**src/rtl/shift_deser.sv**
```systemverilog
// shift_deser: serial-in / parallel-out deserializer with start-bit framing,
// selectable bit order, a single-entry valid/ready holding register, and
// overrun / framing error detection.
//
//  state   | meaning
//  --------+------------------------------------------------------------
//  IDLE    | no word in progress; non-start bits are discarded
//  COLLECT | a word is partially received; bit_cnt counts bits so far
module shift_deser #(
  parameter int WIDTH = 4,
  parameter int CNT_W = 4
) (
  input  logic             clk,
  input  logic             rst,
  input  logic             s_in,
  input  logic             s_vld,
  input  logic             s_start,
  input  logic             s_dir,
  output logic [WIDTH-1:0] q,
  output logic             q_vld,
  input  logic             q_rdy,
  output logic             busy,
  output logic [CNT_W-1:0] bit_cnt,
  output logic             overrun,
  output logic             frame_err
);

  typedef enum logic {
    ST_IDLE    = 1'b0,
    ST_COLLECT = 1'b1
  } state_t;

  state_t           r_state;
  logic [WIDTH-1:0] r_sr;
  logic             r_dir;
  logic [CNT_W-1:0] r_cnt;
  logic [WIDTH-1:0] r_q;
  logic             r_q_vld;
  logic             r_overrun;
  logic             r_frame_err;

  logic             w_start;
  logic             w_take;
  logic             w_dir;
  logic [WIDTH-1:0] w_sr_base;
  logic [WIDTH-1:0] w_sr_next;
  logic [CNT_W-1:0] w_cnt_next;
  logic             w_done;

  // Next shift-register / counter values; a start bit always begins from an
  // empty register so a discarded partial word cannot leak into the new one.
  always_comb begin
    w_start    = s_vld & s_start;
    w_take     = s_vld & (s_start | (r_state == ST_COLLECT));
    w_dir      = w_start ? s_dir : r_dir;
    w_sr_base  = w_start ? '0 : r_sr;
    w_sr_next  = w_dir ? {s_in, w_sr_base[WIDTH-1:1]}
                       : {w_sr_base[WIDTH-2:0], s_in};
    w_cnt_next = (w_start ? '0 : r_cnt) + CNT_W'(1);
    w_done     = w_take & (w_cnt_next == CNT_W'(WIDTH));
  end

  // Framing FSM, shift register, holding register and error flags.
  always_ff @(posedge clk) begin
    if (rst) begin
      r_state     <= ST_IDLE;
      r_sr        <= '0;
      r_dir       <= 1'b0;
      r_cnt       <= '0;
      r_q         <= '0;
      r_q_vld     <= 1'b0;
      r_overrun   <= 1'b0;
      r_frame_err <= 1'b0;
    end else begin
      r_frame_err <= w_start & (r_state == ST_COLLECT);

      if (w_take) begin
        r_dir <= w_dir;
        r_sr  <= w_sr_next;
        if (w_done) begin
          r_cnt   <= '0;
          r_state <= ST_IDLE;
        end else begin
          r_cnt   <= w_cnt_next;
          r_state <= ST_COLLECT;
        end
      end

      // A slot consumed on the completing edge is free for the new word.
      if (w_done) begin
        if (!r_q_vld || q_rdy) begin
          r_q     <= w_sr_next;
          r_q_vld <= 1'b1;
        end else begin
          r_overrun <= 1'b1;
        end
      end else if (r_q_vld && q_rdy) begin
        r_q_vld <= 1'b0;
      end
    end
  end

  assign q         = r_q;
  assign q_vld     = r_q_vld;
  assign busy      = (r_state == ST_COLLECT);
  assign bit_cnt   = r_cnt;
  assign overrun   = r_overrun;
  assign frame_err = r_frame_err;

endmodule
```
**config.mk**
```make
export PLATFORM = sky130hd
export DESIGN_NAME = shift_deser
export DESIGN_NICKNAME = d
export VERILOG_FILES = /design/src/rtl/shift_deser.sv
export SDC_FILE = /design/constraint.sdc
export NUM_CORES = 1
export LEC_CHECK = 0
export ABC_CLOCK_PERIOD_IN_PS = 5500
export BUFFER_PORTS_ARGS = -buffer_cell sky130_fd_sc_hd__buf_2
export CORE_ASPECT_RATIO = 1.1
export CORE_MARGIN = 2
export CORE_UTILIZATION = 54
export CTS_BUF_LIST = sky130_fd_sc_hd__clkbuf_16
export DETAILED_ROUTE_END_ITERATION = 6
export PLACE_DENSITY = 0.89
export REMOVE_ABC_BUFFERS = 1
export SYNTH_ARGS = -nofsm -noshare
export SYNTH_HDL_FRONTEND = slang
export SYNTH_SLANG_ARGS = --single-unit
```
**constraint.sdc**
```tcl
create_clock -name clk -period 5.5 [get_ports clk]
set_input_delay 1.65 -clock clk [delete_from_list [all_inputs] [get_ports clk]]
set_output_delay 1.65 -clock clk [all_outputs]
set_load 0.02 [all_outputs]
```
==> metrics.cfg <==
[run_status]
outcome=finished, final reports clean

[detailed_routing]
wl_per_cell_um=16.3
viasPerCell=6.24
drtAntennaViolNets=0
drt_iter0_markers=21
vias=767
dr.pass1.iters=4
drt_wl_total_um=2010
drc_errors=0

[logic_synthesis]
yosys_warnings=0
yosysSeqAreaShare=0.421
synth-seq-cells=17
synth_top_area_frac=0.421
yosys.area.top_type=dfxtp_1
synth_cell_type_count=31
syn_area_per_cell_sq_um=9.08
syn_area_sq_um=808
syn-instance-count=89
synth_area_leaders=dfxtp_1 (42%), a21oi_1 (5.6%), mux2i_1 (5.0%)

[setup_path]
crit_type=in2reg
slowest_delay_ps=510
critPathCaptureType=flip-flop
path_buf_inv=1
crit_required_ps=5680
critical_path_arrival_ps=3260
crit_path_start_kind=primary input
crit_chain=buf_2 > nand2_1 > and2_1 > ha_1 > o2111ai_1 > or4_1 > a21oi_1
crit_family=simple AND/OR/NAND/NOR gates
cp_slowest_cell=or4_1
worstPathMaxFanout=11

[sta]
fin_crit_sh=0.559
worst_pin_slew_ps=539
final_max_slew_viol_count=0
hold_viol=0
clock.fmax_mhz=325
post-route-min-period_ps=3070
setup_violations=0
rsz0062_at_grt=no
fin_worst_skew_ps=3.75
fin_setup_tns_ps=0
max_slew_margin=0.639

[floorplanning]
dieHeight_um=44.6
core_sq_um=1380
die_w_um=40.9
design.die.area_sq_um=1820
start_util=0.584
rows=14
io_pins=19

[power_and_ir_drop]
power-per-cell-area_nw_per_um2=311
vdd_drop_max_mv=0.182
power_mw=0.300
p_leak_nw=0.396

[global_route]
grt_max_degree=16
grt_pass1_vias=735
antenna_found_initial=0
overflow=0
grt_use_total=0.256
grt_pass1_wl_um=3170

[clocking]
clock-sinks=17
cts_setup_buffers=0
clockRootBuffer=clkbuf_16
htree_levels=1
cts_tree=done
cts_resized=0
numCtsBuffers=3
clkLatencyLatePin_ps=250
cts_max_path_buffers=2
path_clk_slew_ps=50
hold_buffers=0

[place]
place_hpwl_um=1300
port_buffers=18
gp_congestion=0.838

[final_layout]
n_antenna_cell=0
final_util=0.699
nets=116
areaGrowthSynthToFinish_pct=19.7
post_route_cells_drive_above_1_share=0.234

[run]
drv_cap=0

[worst_hold_path]
holdCritPathClass=reg2reg

[cell families (layout without fill, tap and decap cells)]
kind of cell / count (synthesis) / after routing / synth area share
flops: 17 / 17 / 0.421
buf+inv: 6 / 24 / 0.0480
mux: 5 / 5 / 0.0681
fa+ha+maj: 1 / 1 / 0.0155
compound gates: 32 / 32 / 0.266
simple gates: 28 / 28 / 0.181
[layout by cell type (no fill, tap or decap), types with 2 or more instances in the layout]
cell and n:
buf_2 18, dfxtp_1 17, a21oi_1 9, nor2_1 7, o21ai_0 7, nand2_1 6
mux2i_1 4, and2_1 3, nand2b_1 3, nor3_1 3, clkbuf_16 3, o21a_1 2
inv_1 2, a311oi_1 2, and3_1 2, a31oi_1 2, a211oi_1 2, or4_1 2
[metal layers]
| metal | GRT usage | wire (um) |
|---|---|---|
| met1 | 0.290 | 856 |
| met2 | 0.397 | 983 |
| met3 | 0.0653 | 91 |
| met4 | 0.187 | 79 |
| met5 | 0 | 0 |
[synth_stat cells, drive strengths merged]
master	count
nand2	6
a311oi	2
o21a	2
and2	3
o2111ai	1
o2111a	1
nand2b	3
and3	3
a2bb2oi	1
nor2	7
inv	2
a21boi	1
mux2i	4
a32o	1
or4	2
mux2	1
o21ai	7
nor3	3
nor2b	1
o22a	1
buf	3
a21oi	9
a31oi	2
a32oi	1
ha	1
o211ai	1
dfxtp	17
clkbuf	1
a211oi	2
[registers in the layout, indices dropped and copies added, names as in the netlist]
name	cells
r_sr	4
busy	1
q	4
q_vld	1
r_dir	1
frame_err	1
bit_cnt	4
overrun	1
[path summary, 6_finish.rpt]
path / slack, ps / depth (start not counted) / start / to
min: 470 / 1 / overrun$_SDFFE_PP0P_ / overrun$_SDFFE_PP0P_
min reg2reg: 470 / 1 / overrun$_SDFFE_PP0P_ / overrun$_SDFFE_PP0P_
max reg2reg: 3840 / 4 / bit_cnt[2]$_SDFFE_PP0P_ / q[2]$_SDFFE_PP0P_
max: 2430 / 7 / s_vld / q[2]$_SDFFE_PP0P_
[worst register-to-register path: stages (launching register included)]
cell and delay, ps:
dfxtp_1 380, and3_4 220, mux2_4 350, or4_1 520, a21oi_1 130
[cell type report]
class                   instances  area (sq um)
clock buffers                   3          75.1
multi-input cells              66           429
clock inverters                 1          5.00
well taps                      16          20.0
flip-flops and latches         17           340
inverters                       2          7.51
repair buffers                 18          90.1
fillers                       109           417
[where the power goes]
group	internal (mW)	total, mW	switching, mW	leakage, nW
combinational	0.00816	0.0234	0.0152	0.218
clock	0.0974	0.148	0.0505	0.0409
sequential	0.126	0.129	0.00286	0.138
[per-stage QoR]
step / area (sq um) / setup slack (ps) / instances / hold slack [ps]
2_1_floorplan: 777 / 2580 / 85 / 472
3_3_place_gp: 887 / 2320 / 119 / 450
3_5_place_dp: 887 / 2250 / 119 / 458
4_1_cts: 967 / 2460 / 123 / 471
5_1_grt: 967 / 2310 / 123 / 495
6_report: 967 / 2430 / 123 / 469
Power figures use the tool's default switching activity.
